## config.mk

```make
export PLATFORM = sky130hd
export DESIGN_NAME = shift_reg_sequencer
export DESIGN_NICKNAME = d
export VERILOG_FILES = /design/src/rtl/arm_defs.sv /design/src/rtl/shift_step.sv /design/src/rtl/shift_reg_sequencer.sv
export SDC_FILE = /design/constraint.sdc
export NUM_CORES = 1
export LEC_CHECK = 0
export ABC_AREA = 1
export BUFFER_PORTS_ARGS = -buffer_cell sky130_fd_sc_hd__buf_2
export CORE_ASPECT_RATIO = 0.6
export CORE_MARGIN = 3
export CORE_UTILIZATION = 50
export DETAILED_ROUTE_END_ITERATION = 7
export HOLD_SLACK_MARGIN = 0.15
export PLACE_DENSITY_LB_ADDON = 0.2
export SYNTH_ARGS = -nofsm -noshare
export SYNTH_HDL_FRONTEND = slang
export SYNTH_SLANG_ARGS = --single-unit
```

## constraint.sdc

```tcl
create_clock -name clk -period 2.1 [get_ports clk]
set_input_delay 0.21 -clock clk [delete_from_list [all_inputs] [get_ports clk]]
set_output_delay 0.21 -clock clk [all_outputs]
set_load 0.02 [all_outputs]
```

## src/rtl/arm_defs.sv

```systemverilog
// Shared EXE-stage definitions: shift-type codes, sequencer state encoding and
// the helper that turns an Rs[7:0] amount into an effective shift count.
package arm_defs;

    typedef enum logic [1:0] {
        SH_LSL = 2'b00,
        SH_LSR = 2'b01,
        SH_ASR = 2'b10,
        SH_ROR = 2'b11
    } shift_t;

    typedef enum logic [1:0] {
        S_IDLE  = 2'b00,
        S_SHIFT = 2'b01,
        S_DONE  = 2'b10
    } seq_state_t;

    localparam int REM_W = 6;  // holds 0..33

    // Effective count: LSL/LSR saturate at 33 (result 0, carry 0), ASR at 32
    // (all sign bits), ROR only looks at the low five bits.
    function automatic logic [REM_W-1:0] rem_for(input shift_t t, input logic [7:0] amt);
        logic [REM_W-1:0] r;
        r = {1'b0, amt[4:0]};
        case (t)
            SH_LSL, SH_LSR: r = (amt > 8'd33) ? 6'd33 : amt[5:0];
            SH_ASR:         r = (amt > 8'd32) ? 6'd32 : amt[5:0];
            default:        r = {1'b0, amt[4:0]};
        endcase
        return r;
    endfunction

endpackage

```

## src/rtl/shift_step.sv

```systemverilog
// Combinational single-step shifter: shifts by k (0..STEP) and reports the
// last bit shifted out. k = 0 passes the value through with carry 0.
module shift_step
    import arm_defs::*;
#(
    parameter int DATA_W = 32,
    parameter int K_W    = 4
) (
    input  logic [DATA_W-1:0]   value_i,
    input  shift_t              type_i,
    input  logic [K_W-1:0]      k_i,
    output logic [DATA_W-1:0]   value_o,
    output logic                carry_o
);

    logic [DATA_W:0]     ext;
    logic [2*DATA_W-1:0] rot;

    // The extra guard bit of ext catches the last bit shifted out.
    always_comb begin
        // NOTE: every output and temporary gets a default first so no path
        // through the case leaves a latch behind.
        ext     = '0;
        rot     = '0;
        value_o = value_i;
        carry_o = 1'b0;
        case (type_i)
            SH_LSL: begin
                ext     = {1'b0, value_i} << k_i;
                value_o = ext[DATA_W-1:0];
                carry_o = ext[DATA_W];
            end
            SH_LSR: begin
                ext     = {value_i, 1'b0} >> k_i;
                value_o = ext[DATA_W:1];
                carry_o = ext[0];
            end
            SH_ASR: begin
                ext     = $signed({value_i, 1'b0}) >>> k_i;
                value_o = ext[DATA_W:1];
                carry_o = ext[0];
            end
            SH_ROR: begin
                rot     = {value_i, value_i} >> k_i;
                value_o = rot[DATA_W-1:0];
                carry_o = (k_i != '0) ? rot[DATA_W-1] : 1'b0;
            end
            default: ;
        endcase
    end

endmodule

```

## src/rtl/shift_reg_sequencer.sv

```systemverilog
// Multi-cycle controller for register-specified shifts: latches Rm, type and
// the Rs amount, iterates shift_step, and stalls the pipeline until done.
module shift_reg_sequencer
    import arm_defs::*;
#(
    parameter int DATA_W = 32,
    parameter int STEP   = 8
) (
    input  logic                clk,
    input  logic                rst,
    input  logic                start,
    input  logic [1:0]          shift_type,
    input  logic [DATA_W-1:0]   val_rm,
    input  logic [7:0]          rs_amount,
    input  logic                carry_in,
    input  logic                flush,
    output logic                busy,
    output logic                stall,
    output logic                done,
    output logic [DATA_W-1:0]   result,
    output logic                carry_out
);

    localparam int K_W = $clog2(STEP + 1);

    seq_state_t         state_q, state_d;
    logic [DATA_W-1:0]  val_q, val_d;
    shift_t             type_q, type_d;
    logic [REM_W-1:0]   rem_q, rem_d;
    logic [DATA_W-1:0]  result_q, result_d;
    logic               carry_q, carry_d;

    logic [REM_W-1:0]   k_full;
    logic [K_W-1:0]     k;
    logic [DATA_W-1:0]  step_val;
    logic               step_carry;
    shift_t             req_type;

    assign req_type = shift_t'(shift_type);
    assign k_full   = (rem_q > REM_W'(STEP)) ? REM_W'(STEP) : rem_q;
    assign k        = K_W'(k_full);

    shift_step #(
        .DATA_W (DATA_W),
        .K_W    (K_W)
    ) u_step (
        .value_i (val_q),
        .type_i  (type_q),
        .k_i     (k),
        .value_o (step_val),
        .carry_o (step_carry)
    );

    always_comb begin
        state_d  = state_q;
        val_d    = val_q;
        type_d   = type_q;
        rem_d    = rem_q;
        result_d = result_q;
        carry_d  = carry_q;
        case (state_q)
            S_IDLE: begin
                if (start) begin
                    if (rs_amount == 8'd0) begin
                        result_d = val_rm;
                        carry_d  = carry_in;
                        state_d  = S_DONE;
                    end else if (req_type == SH_ROR && rs_amount[4:0] == 5'd0) begin
                        result_d = val_rm;
                        carry_d  = val_rm[DATA_W-1];
                        state_d  = S_DONE;
                    end else begin
                        val_d   = val_rm;
                        type_d  = req_type;
                        rem_d   = rem_for(req_type, rs_amount);
                        state_d = S_SHIFT;
                    end
                end
            end
            S_SHIFT: begin
                val_d = step_val;
                rem_d = rem_q - k_full;
                if (rem_d == '0) begin
                    result_d = step_val;
                    carry_d  = step_carry;
                    state_d  = S_DONE;
                end
            end
            S_DONE:  state_d = S_IDLE;
            default: state_d = S_IDLE;
        endcase
        // Flush overrides everything, including a completing step and an
        // accept in IDLE; the published result stays untouched.
        if (flush) begin
            state_d  = S_IDLE;
            result_d = result_q;
            carry_d  = carry_q;
        end
    end

    // NOTE: sequential state uses non-blocking assignments so every register
    // samples the pre-edge values regardless of statement order.
    always_ff @(posedge clk) begin
        if (rst) begin
            state_q  <= S_IDLE;
            val_q    <= '0;
            type_q   <= SH_LSL;
            rem_q    <= '0;
            result_q <= '0;
            carry_q  <= 1'b0;
        end else begin
            state_q  <= state_d;
            val_q    <= val_d;
            type_q   <= type_d;
            rem_q    <= rem_d;
            result_q <= result_d;
            carry_q  <= carry_d;
        end
    end

    assign busy      = (state_q == S_SHIFT) || (state_q == S_DONE);
    assign stall     = busy || (start && state_q == S_IDLE);
    assign done      = (state_q == S_DONE) && !flush && !rst;
    assign result    = result_q;
    assign carry_out = carry_q;

endmodule

```

==> impl_metrics.yaml, run 1 <==
synth:
  yosys_warnings: 0
  synthArstFlopShare_pct: 0
  yosysMostFrequentCell: "nand2_1"
  ys_seq_area_share_pct: 22.1
  synth_common_cells: "403 x nand2_1, 212 x nand3_1, 81 x nor2_1, 80 x a21oi_1"
  syn_nets: 1271
  ys_types: 37
  avgSynthCellArea_sq_um: 5.56
  synth_edf_count: 0
  syn_inst: 1221
  synth_flop_cell: "dfxtp_1"
  synth_top_area_share_pct: 22.3
  yosys.area.top_type: "nand2_1"
  yosys-top-cells-area: "nand2_1 22%, dfxtp_1 22%, nand3_1 16%, a21oi_1 5.9%, o21ai_0 5.5%"
  ys_ff_latch: 75
  syn_area_sq_mm: 0.00679
run:
  max_cap_viol_count: 0
floorplanning:
  fp.dieW_um: 156
  die_area_sq_mm: 0.0151
  initial_core_util_pct: 52.0
  num_rows: 32
  core_region_area_sq_mm: 0.0131
  die_y_um: 96.3
  io_pins: 83
cts:
  cts_max_level: 3
  worstSkewPairLatency_ns: 0.34
  clock_sinks: 75
  cts_buffers: 9
  root_buffer: "clkbuf_16"
  cts_tree: "built"
  ctsHoldBuffers: 0
  cts.clk_slew.worst_paths_ns: 0.06
  clockBufferDepth: 2
worst_setup_path:
  r2r_cells: 14
  cp-start-kind: "flop"
  cp.required_ns: 2.37
  critPathCaptureType: "flop"
  crit_arrival_ns: 2.39
  crit-reg2reg-launch: "rem_q[0]"
  crit_start: "rem_q[0]"
  crit_path_max_fanout: 15
  critPathKind: "reg -> reg"
worst_hold_path:
  hold_depth: 3
  hold_class: "in -> reg"
  min_from: "rs_amount[2]"
drt:
  wl_mm: 28.3
  vias_per_cell: 5.95
  antenna_left: 0
  dr.pass1.iters: 7
  drt_first_iter_violations: 1165
  vias: 9025
  route.detailed.drc: 0
  wl_per_cell_um: 18.7
sta:
  post-route-period-util_pct: 101
  rsz0062_at_grt: "true"
  layout_setup_ws_ns: -0.0211
  tightest_slew_ns: 0.518
  setup_viol: 3
  drv_slew: 0
  fmax_mhz: 471
  fin_skew_ns: 0.00901
  hold_viol: 0
  layout_min_cycle_time_ns: 2.12
  maxSlewHeadroom_pct: 65.4
  worst_hold_slack_ns: 0.164
status:
  status: "complete, but fails checks"
  violations: "setup timing"
placed_design:
  io_buffers: 82
  gp_congestion: 1.05
  hpwl_mm: 20.8
  dpl-instance-area_sq_mm: 0.00784
power:
  p_per_area_mw_per_mm2: 677
  netSwitchingFraction_pct: 43.4
  power_frac_clock_pct: 25.6
  leakagePower_nw: 4.35
  power_switching_w: 0.00257
  combPwrFrac_pct: 46.8
  intPower_w: 0.00335
  seqPwrFrac_pct: 27.6
  vdd_drop_max_v: 0.000483
layout:
  syn_to_final_growth_pct: 29.0
  antenna_cells: 0
  nets: 1392
  fin_area_sq_mm: 0.00875
  layout-drive-gt1-share_pct: 27.1
global_route:
  overflow: 0
  antenna_found_initial: 0
  grt_pass1_vias: 7572
  grt_start_max_net_pins: 72
  grt_pass1_wl_mm: 41.0
  grtUsageTotal_pct: 35.3
==> final cells by class <==
class / instances / area (sq um)
tap: 170 / 213
sequential: 75 / 1510
fill: 1231 / 4300
timing repair buffer: 192 / 1510
clock inverter: 7 / 66.3
multi-input combinational: 985 / 4920
clock buffer: 9 / 225
inverter: 79 / 312
==> worst paths after layout <==
kind	endpoint	slack (ns)
min	rem_q[2]	0.16
max reg2reg	val_q[14]	-0.02
max	val_q[14]	-0.02
min reg2reg	carry_out	0.47
==> flip-flops by register name, indices dropped and copies added, names as in the netlist <==
name and flops:
rem_q 6, type_q 2, result 32, state_q 2, carry_out 1, val_q 32
==> placed cells by master (no fill, tap or decap), drive strengths merged <==
master | Yosys | routed
nand2 | 411 | 411
nor3b | 1 | 1
or2 | 25 | 25
clkbuf | 32 | 12
and2 | 7 | 7
nand3 | 214 | 214
o211ai | 5 | 5
o21bai | 3 | 3
inv | 78 | 83
nand4 | 24 | 24
nor3 | 1 | 1
a211oi | 1 | 1
a21oi | 80 | 80
ha | 3 | 3
a221oi | 1 | 1
buf | 50 | 189
o21ai | 116 | 116
a31oi | 3 | 3
clkinv | 1 | 3
dfxtp | 75 | 75
a21boi | 1 | 1
o22ai | 3 | 3
nor2 | 86 | 86
==> cell families (layout without fill, tap and decap cells) <==
group	Yosys count	count (layout)	synth area share, %
simple gates	769	769	50.1
compound gates	213	213	16.4
buf+inv	161	287	10.8
flops	75	75	22.1
fa+ha+maj	3	3	0.553
==> metrics by stage <==
| stage | setup WS (ns) | cells | power (W) | utilization [%] | TNS, ns |
|---|---|---|---|---|---|
| floorplan | 0.359 | 1221 | 0.00317 | - | 0 |
| global placement | -0.0539 | 1487 | 0.00404 | 60.0 | -0.0606 |
| detailed placement | -0.0360 | 1487 | 0.00405 | 60.0 | -0.0629 |
| CTS | -0.0225 | 1505 | 0.00558 | 62.5 | -0.0364 |
| global route | -0.117 | 1517 | 0.00621 | 67.1 | -1.99 |
| finish | -0.0211 | 1517 | 0.00592 | 67.1 | -0.0377 |
==> critical path, cell delays in order, from the launching register on <==
cell and delay, ns:
dfxtp_2 0.33, buf_4 0.16, nand3_4 0.14, buf_12 0.17, buf_12 0.11, nand2_1 0.07, and2_1 0.15, or2_1 0.23
nand2_2 0.12, nand2_2 0.08, nand3_2 0.07, nand3_1 0.08, nand2_1 0.11, nand2_2 0.09, a21oi_2 0.14
==> routing by layer <==
layer,wire [um],share of wire [%],track usage (%)
met5,0,0,0
met4,1200,4.2,11.7
met3,4100,14,11.5
met2,11000,39,49.4
met1,12000,42,50.6
==> what timing repair did <==
item | 4_1_cts | 5_1_grt
gates cloned | 0 | 3
buffers inserted | 2 | 10
setup endpoints to repair | 12 | 65
pin swaps | 2 | 12
resized for setup | 5 | 131
==> power by group through the flow <==
stage               combinational, W  sequential (W)  clock, W
global route                 0.00298         0.00163   0.00159
finish                       0.00277         0.00163   0.00152
floorplan                    0.00154         0.00162         0
CTS                          0.00242         0.00162   0.00153
global placement             0.00239         0.00165         0
detailed placement           0.00240         0.00165         0
No activity file was read; power rests on OpenSTA's default activity.
==> run 2, diff against run 1 <==
--- a/config.mk
+++ b/config.mk
@@ -5,11 +5,10 @@
 export SDC_FILE = /design/constraint.sdc
 export NUM_CORES = 1
 export LEC_CHECK = 0
-export ABC_AREA = 1
 export BUFFER_PORTS_ARGS = -buffer_cell sky130_fd_sc_hd__buf_2
 export CORE_ASPECT_RATIO = 0.6
 export CORE_MARGIN = 3
-export CORE_UTILIZATION = 50
+export CORE_UTILIZATION = 61
 export DETAILED_ROUTE_END_ITERATION = 7
 export HOLD_SLACK_MARGIN = 0.15
 export PLACE_DENSITY_LB_ADDON = 0.2
==> run 2 against run 1 <==
Net effect:
- the flow now stops in clock tree synthesis
- synthesized cell count is 15% lower
- synthesized area is 7.9% higher
==> impl_metrics.yaml, run 2 <==
synth:
  synth_common_cells: "117 x nor2_1, 105 x nand2_1, 77 x o21ai_0, 75 x dfxtp_1"
  synth_mux_area_share_pct: 10.0
  yosys.area.top_type: "dfxtp_1"
  ys_seq_area_share_pct: 20.5
  synth_top_family_by_area: "compound AO/OA/AOI/OAI gates"
  synth_flop_cell: "dfxtp_1"
  avgSynthCellArea_sq_um: 7.02
  ys_ff_latch: 75
  ys_types: 80
  synth_top_area_share_pct: 20.5
  yosys.area_share.simple_pct: 23.7
  syn_area_sq_mm: 0.00732
  yosysMostFrequentCell: "nor2_1"
  syn_nets: 1093
  syn_inst: 1043
  yosys-top-cells-area: "dfxtp_1 20%, mux2i_1 8.5%, nor2_1 6.0%, nand2_1 5.4%, o21ai_0 5.3%"
  synthArstFlopShare_pct: 0
  synthAdderAreaFrac_pct: 0.512
  synth_edf_count: 0
  synth_compound_area_share_pct: 37.1
  synth_xor_xnor_area_share_pct: 0
  yosys_warnings: 0
cts:
  ctsHoldBuffers: 3
  cts_buffers: 9
  post_cts_buffers: 35
  cts_resized: 250
  cts_max_level: 3
  clock_sinks: 75
  clockBufferDepth: 2
  root_buffer: "clkbuf_16"
floorplanning:
  num_rows: 30
  io_pins: 83
  fp.dieW_um: 147
  die_y_um: 90.9
  initial_core_util_pct: 63.6
placed_design:
  io_buffers: 82
  gp_congestion: 1.29
  pre_cts_slack_ns: -0.616
  hpwl_mm: 27.7
status:
  status: "stopped before the end"
  haltStage: "clock tree synthesis"
  firstError: "[ERROR DPL-0033] detailed placement checks failed during check placement."
## run 2: cell count changes after synthesis, moves of 36 or more
cell and change:
inv_1 -61, nor2_1 +36, mux2i_1 +62, nand2_1 -298, clkbuf_1 +37, nand3_1 -162
a211oi_1 +40
## run 2: cell families after synthesis
kind of cell / Yosys count
and+or+nand+nor: 369
AOI/OAI and AO/OA: 388
DFF: 75
adders and majority gates: 3
muxes: 71
buffers and inverters: 137
## run 2: stage by stage
step	cells	area (sq um)
after floorplan	1043	7450
after global placement	1421	9640
after detailed placement	1421	9640
==> run 3, diff against run 2 <==
--- a/config.mk
+++ b/config.mk
@@ -6,12 +6,10 @@
 export NUM_CORES = 1
 export LEC_CHECK = 0
 export BUFFER_PORTS_ARGS = -buffer_cell sky130_fd_sc_hd__buf_2
-export CORE_ASPECT_RATIO = 0.6
 export CORE_MARGIN = 3
-export CORE_UTILIZATION = 61
+export CORE_UTILIZATION = 40
 export DETAILED_ROUTE_END_ITERATION = 7
-export HOLD_SLACK_MARGIN = 0.15
-export PLACE_DENSITY_LB_ADDON = 0.2
+export PLACE_DENSITY_LB_ADDON = 0.15
 export SYNTH_ARGS = -nofsm -noshare
 export SYNTH_HDL_FRONTEND = slang
 export SYNTH_SLANG_ARGS = --single-unit
==> run 3 against run 2 <==
Net effect:
- the flow now finishes, with violations (setup timing)
- synthesized area stayed put
- synthesized cell count unchanged
==> impl_metrics.yaml, run 3 <==
worst_hold_path:
  hold_depth: 2
  hold_class: "in -> reg"
  holdPathEnd: "state_q[0]"
  min_from: "flush"
layout:
  multi_input_area_sq_mm: 0.00676
  nFillCells: 1414
  final_common_cell: "buf_4"
  layout_common_cells: "292 x buf_4, 100 x nor2_1, 94 x nand2_1"
  fin_area_sq_mm: 0.0127
  finalNonFillerCells: 1613
  antenna_cells: 0
  nets: 1433
  syn_to_final_growth_pct: 74.1
  seqCellArea_sq_mm: 0.00152
  layout-drive-gt1-share_pct: 51.8
run:
  max_cap_viol_count: 0
placed_design:
  io_buffers: 82
  pre_cts_slack_ns: -0.650
  dpl-instance-area_sq_mm: 0.0102
  place_inst: 1550
  hpwl_mm: 31.5
  gp_congestion: 1.08
status:
  violations: "setup timing"
  status: "complete, but fails checks"
drt:
  wl_per_cell_um: 27.3
  antenna_left: 0
  drt_first_iter_violations: 1614
  dr.pass1.iters: 8
  vias: 10800
  route.detailed.drc: 0
  vias_per_cell: 6.67
  wl_mm: 44.0
floorplanning:
  initial_core_util_pct: 41.6
  core_region_area_sq_mm: 0.0176
  die_y_um: 141
  die_area_sq_mm: 0.0200
  num_rows: 48
  fp.dieW_um: 141
  io_pins: 83
cts:
  cts.clk_slew.worst_paths_ns: 0.07
  cts_max_level: 3
  ctsHoldBuffers: 0
  clock_sinks: 75
  cts_buffers: 9
  root_buffer: "clkbuf_16"
  cts_tree: "built"
  worstSkewPairLatency_ns: 0.35
  clockBufferDepth: 2
sta:
  maxSlewHeadroom_pct: 52.9
  fmax_mhz: 381
  drv_slew: 0
  post-route-period-util_pct: 125
  layout_setup_ws_ns: -0.527
  hold_viol: 0
  layout_min_cycle_time_ns: 2.63
  worst_hold_slack_ns: 0.0975
  setup_viol: 65
  tightest_slew_ns: 0.706
  fin_tns_setup_ns: -23.28
  fin_skew_ns: 0.00558
  rsz0062_at_grt: "true"
synth:
  synth_common_cells: "117 x nor2_1, 105 x nand2_1, 77 x o21ai_0, 75 x dfxtp_1"
  avgSynthCellArea_sq_um: 7.02
  yosysMostFrequentCell: "nor2_1"
  syn_nets: 1093
  syn_area_sq_mm: 0.00732
  synthArstFlopShare_pct: 0
  yosys_warnings: 0
  syn_inst: 1043
  yosys-top-cells-area: "dfxtp_1 20%, mux2i_1 8.5%, nor2_1 6.0%, nand2_1 5.4%, o21ai_0 5.3%"
  synth_edf_count: 0
  yosys.area.top_type: "dfxtp_1"
  synth_flop_cell: "dfxtp_1"
  ys_types: 80
  synth_top_area_share_pct: 20.5
  ys_seq_area_share_pct: 20.5
  ys_ff_latch: 75
global_route:
  grt_pass1_wl_mm: 64.2
  grt_pass1_vias: 10200
  grt_start_max_net_pins: 35
  overflow: 0
  grtUsageTotal_pct: 42.5
  antenna_found_initial: 0
worst_setup_path:
  max_stage_delay_ns: 0.42
  reg2reg_slack_ns: -0.53
  timing.rr.end: "result[28]"
  crit_path_max_fanout: 11
  cp.buffers_inverters: 2
  crit_arrival_ns: 2.87
  r2r_cells: 9
  crit_family: "compound AO/OA/AOI/OAI gates"
  cp-start-kind: "flop"
  critPathKind: "reg -> reg"
  critPathCaptureType: "flop"
  worst_path_max_delay_cell: "or4_1"
  crit_chain: "buf_6, or3_4, buf_12, or4_1, o311ai_2, a21oi_2, a31oi_4, o211ai_1, a32o_1"
  crit-reg2reg-launch: "rem_q[3]"
  cp.required_ns: 2.35
power:
  vdd_drop_max_v: 0.000420
  p_per_area_mw_per_mm2: 583
  leakagePower_nw: 5.10
run 3: cell counts after synthesis:
Identical to the previous run, type by type.
run 3: timing repair:
action,4_1_cts,5_1_grt
endpoints found under the setup margin,65,65
setup buffers,38,12
resized for setup,238,128
cloned,6,0
pin swaps,88,46
run 3: worst max-delay path by stage:
| stage | startpoint | to | depth (start not counted) |
|---|---|---|---|
| 5_1_grt | rem_q[3] | val_q[24] | 14 |
| 3_5_place_dp | rem_q[5] | result[27] | 9 |
| 6_report | rem_q[3] | result[28] | 9 |
| 2_1_floorplan | rem_q[1] | val_q[28] | 10 |
| 3_3_place_gp | rem_q[4] | result[2] | 10 |
| 4_1_cts | rem_q[3] | result[27] | 12 |
run 3: metal layers:
| layer | GRT usage (%) | wire length, um | up-vias |
|---|---|---|---|
| li1 | - | - | 4622 |
| met4 | 22.6 | 2600 | 0 |
| met1 | 59.4 | 17400 | 5051 |
| met5 | 0 | 0 | - |
| met3 | 12.0 | 6150 | 203 |
| met2 | 59.1 | 17800 | 890 |
run 3: power by group:
group / internal (W) / switching (W)
clock network: 0.000942 / 0.000712
logic: 0.00180 / 0.00226
registers: 0.00151 / 0.000208
run 3: worst reg2reg max path: cells and delay by family (launching register included):
family | cells | cell delay, ns
flops | 1 | 0.36
compound gates | 5 | 1.03
buf+inv | 2 | 0.30
simple gates | 2 | 0.84
run 3: stage by stage:
step | util, % | total power [W]
4_1_cts | 68.7 | 0.00693
3_5_place_dp | 58.2 | 0.00468
2_1_floorplan | - | 0.00307
5_1_grt | 72.5 | 0.00762
6_report | 72.5 | 0.00743
3_3_place_gp | 58.2 | 0.00470
run 3: kinds of logic (layout without fill, tap and decap cells):
kind of cell	after synthesis	in the layout	share of synthesized area (%)
AO/OA/AOI/OAI	388	388	37.1
AND/OR/NAND/NOR	369	370	23.7
buffers and inverters	137	481	8.20
flip-flops	75	75	20.5
multiplexers	71	71	10.0
adder cells (fa/ha/maj)	3	3	0.513
run 3: layout make-up:
cell class	count	share of cell area, %
inverters	11	0.324
well taps	225	2.21
repair buffers	454	30.1
multi-input cells	832	53.0
clock inverters	7	0.658
clock buffers	9	1.77
flip-flops and latches	75	11.9
==> run 4, diff against run 3 <==
--- a/config.mk
+++ b/config.mk
@@ -6,10 +6,11 @@
 export NUM_CORES = 1
 export LEC_CHECK = 0
 export BUFFER_PORTS_ARGS = -buffer_cell sky130_fd_sc_hd__buf_2
-export CORE_MARGIN = 3
 export CORE_UTILIZATION = 40
 export DETAILED_ROUTE_END_ITERATION = 7
+export GPL_ROUTABILITY_DRIVEN = 0
 export PLACE_DENSITY_LB_ADDON = 0.15
 export SYNTH_ARGS = -nofsm -noshare
 export SYNTH_HDL_FRONTEND = slang
+export SYNTH_HIERARCHICAL = 1
 export SYNTH_SLANG_ARGS = --single-unit
==> run 4 against run 3 <==
Net effect:
- the run still ends with setup timing left
- register-to-register slack got worse by 0.28 ns
- synthesized area rose by 3.5%
- first-iteration DRC count is 61% lower
- combinational power fell by 34%
- sequential share of layout area increased by 2.6 points
- routed wire length fell by 39%
- setup slack worse by 0.28 ns
- cell count shrank 20%
- critical path type unchanged
- largest cell class unchanged
==> impl_metrics.yaml, run 4 <==
placed_design:
  hpwl_mm: 19.9
  io_buffers: 82
  place_inst: 1268
  pre_cts_slack_ns: -0.804
drt:
  antenna_left: 0
  dr.pass1.iters: 5
  vias: 7810
  vias_per_cell: 6.03
  wl_per_cell_um: 20.7
  drt_first_iter_violations: 624
  wl_mm: 26.7
  route.detailed.drc: 0
sta:
  hold_viol: 0
  layout_min_cycle_time_ns: 2.90
  tightest_slew_ns: 0.665
  layout_setup_ws_ns: -0.803
  maxSlewHeadroom_pct: 55.7
  post-route-period-util_pct: 138
  worst_hold_slack_ns: 0.0838
  fin_tns_setup_ns: -45.34
  drv_slew: 0
  setup_viol: 65
  fin_skew_ns: 0.00770
  fmax_mhz: 344
  rsz0062_at_grt: "true"
worst_setup_path:
  crit_arrival_ns: 3.13
  critPathCaptureType: "flop"
  worst_path_max_delay_cell: "mux4_2"
  crit_family: "multiplexers"
  reg2reg_slack_ns: -0.80
  crit_path_max_fanout: 12
  critPathKind: "reg -> reg"
  cp.required_ns: 2.33
  cp.buffers_inverters: 1
  max_stage_delay_ns: 0.56
  cp-start-kind: "flop"
  crit_chain: "nor3_4, and2_4, buf_12, mux4_2, mux2i_4, nand2_1, o211a_1, o41a_1, mux2_4, nand2_2, mux2i_1"
layout:
  finalNonFillerCells: 1295
  final_common_cell: "buf_4"
  syn_to_final_growth_pct: 36.7
  layout-drive-gt1-share_pct: 46.8
  antenna_cells: 0
  layout_common_cells: "168 x buf_4, 145 x nand2_1, 99 x mux2i_1"
  nets: 1111
cts:
  root_buffer: "clkbuf_16"
  cts_buffers: 9
  cts_tree: "built"
  clock_sinks: 75
  cts_max_level: 3
  cts.clk_slew.worst_paths_ns: 0.06
  clockBufferDepth: 2
  worstSkewPairLatency_ns: 0.35
  ctsHoldBuffers: 0
power:
  p_per_area_mw_per_mm2: 603
  vdd_drop_max_v: 0.000410
  leakagePower_nw: 4.46
global_route:
  antenna_found_initial: 0
  overflow: 0
  grtUsageTotal_pct: 27.5
  grt_pass1_wl_mm: 41.7
  grt_start_max_net_pins: 67
  grt_pass1_vias: 7452
synth:
  synthArstFlopShare_pct: 0
  syn_nets: 909
  avgSynthCellArea_sq_um: 8.83
  syn_area_sq_mm: 0.00758
  ys_types: 74
  yosys_warnings: 6
  synth_common_cells: "153 x nand2_1, 112 x mux2i_1, 75 x dfxtp_1, 64 x mux2_2"
  yosys.area.top_type: "dfxtp_1"
  yosysMostFrequentCell: "nand2_1"
  synth_top_area_share_pct: 19.8
  ys_ff_latch: 75
  synth_edf_count: 0
  yosys-top-cells-area: "dfxtp_1 20%, mux4_2 16%, mux2i_1 15%, mux2_2 9.5%, nand2_1 7.6%"
  syn_inst: 859
  synth_flop_cell: "dfxtp_1"
  ys_seq_area_share_pct: 19.8
floorplanning:
  die_area_sq_mm: 0.0195
  num_rows: 49
  core_region_area_sq_mm: 0.0183
  io_pins: 83
  fp.dieW_um: 140
  die_y_um: 140
  initial_core_util_pct: 41.5
status:
  status: "complete, but fails checks"
  violations: "setup timing"
worst_hold_path:
  hold_class: "in -> reg"
run:
  max_cap_viol_count: 0
[run 4: cell types whose count changed in the layout (fill, tap and decap cells not counted), moves of 32 or more]
| cell | before | now |
|---|---|---|
| mux2i_1 | 37 | 99 |
| nand2_1 | 94 | 145 |
| buf_4 | 292 | 168 |
| nor2_1 | 100 | 49 |
| mux2_2 | 6 | 44 |
| buf_6 | 40 | 8 |
| mux4_2 | 1 | 54 |
| o21ai_0 | 51 | 11 |
[run 4: cell type report]
class / instances / area (sq um)
inverter: 14 / 53.8
tap: 229 / 287
clock buffer: 10 / 229
multi-input combinational: 685 / 6010
timing repair buffer: 276 / 2140
clock inverter: 6 / 136
fill: 1654 / 7900
sequential: 75 / 1510
[run 4: kinds of logic (layout without fill, tap and decap cells)]
group / after synthesis / after routing / share of synthesized area [%]
AOI/OAI and AO/OA: 171 / 171 / 16.0
adders and majority gates: 3 / 3 / 0.495
and+or+nand+nor: 274 / 274 / 15.6
DFF: 75 / 75 / 19.8
buffers and inverters: 99 / 306 / 6.52
muxes: 237 / 237 / 41.6
[run 4: path summary, 6_finish.rpt]
kind                  start          to  cells past startpoint
setup / recovery   rem_q[5]   val_q[18]                     11
hold / removal        flush  state_q[1]                      2
setup reg to reg   rem_q[5]   val_q[18]                     11
hold reg to reg   result[7]   result[7]                      2
[run 4: timing repair]
item	in CTS	in global routing
setup endpoints to repair	65	65
gates resized for setup	49	48
setup buffers	3	5
hold endpoints to repair	0	0
cloned	2	1
pin swaps	5	7
[run 4: metal layers]
| metal | up-vias | global-route usage [%] | routed length [um] |
|---|---|---|---|
| met5 | - | 0 | 0 |
| met4 | 0 | 10.1 | 790 |
| met3 | 59 | 4.34 | 1960 |
| met2 | 362 | 41.0 | 11600 |
| met1 | 3780 | 39.9 | 12400 |
| li1 | 3609 | - | - |
[run 4: power by group]
part           switching [W]  internal (W)
logic                0.00136       0.00131
clock network       0.000656       0.00129
registers           0.000141       0.00150
total                0.00215       0.00409
[run 4: through the flow]
step / instance area (sq um) / power (W) / utilization (%)
floorplan: 7700 / 0.00307 / -
global placement: 9430 / 0.00404 / 51.6
detailed placement: 9430 / 0.00403 / 51.6
CTS: 10100 / 0.00610 / 55.1
global route: 10400 / 0.00648 / 56.7
finish: 10400 / 0.00625 / 56.7
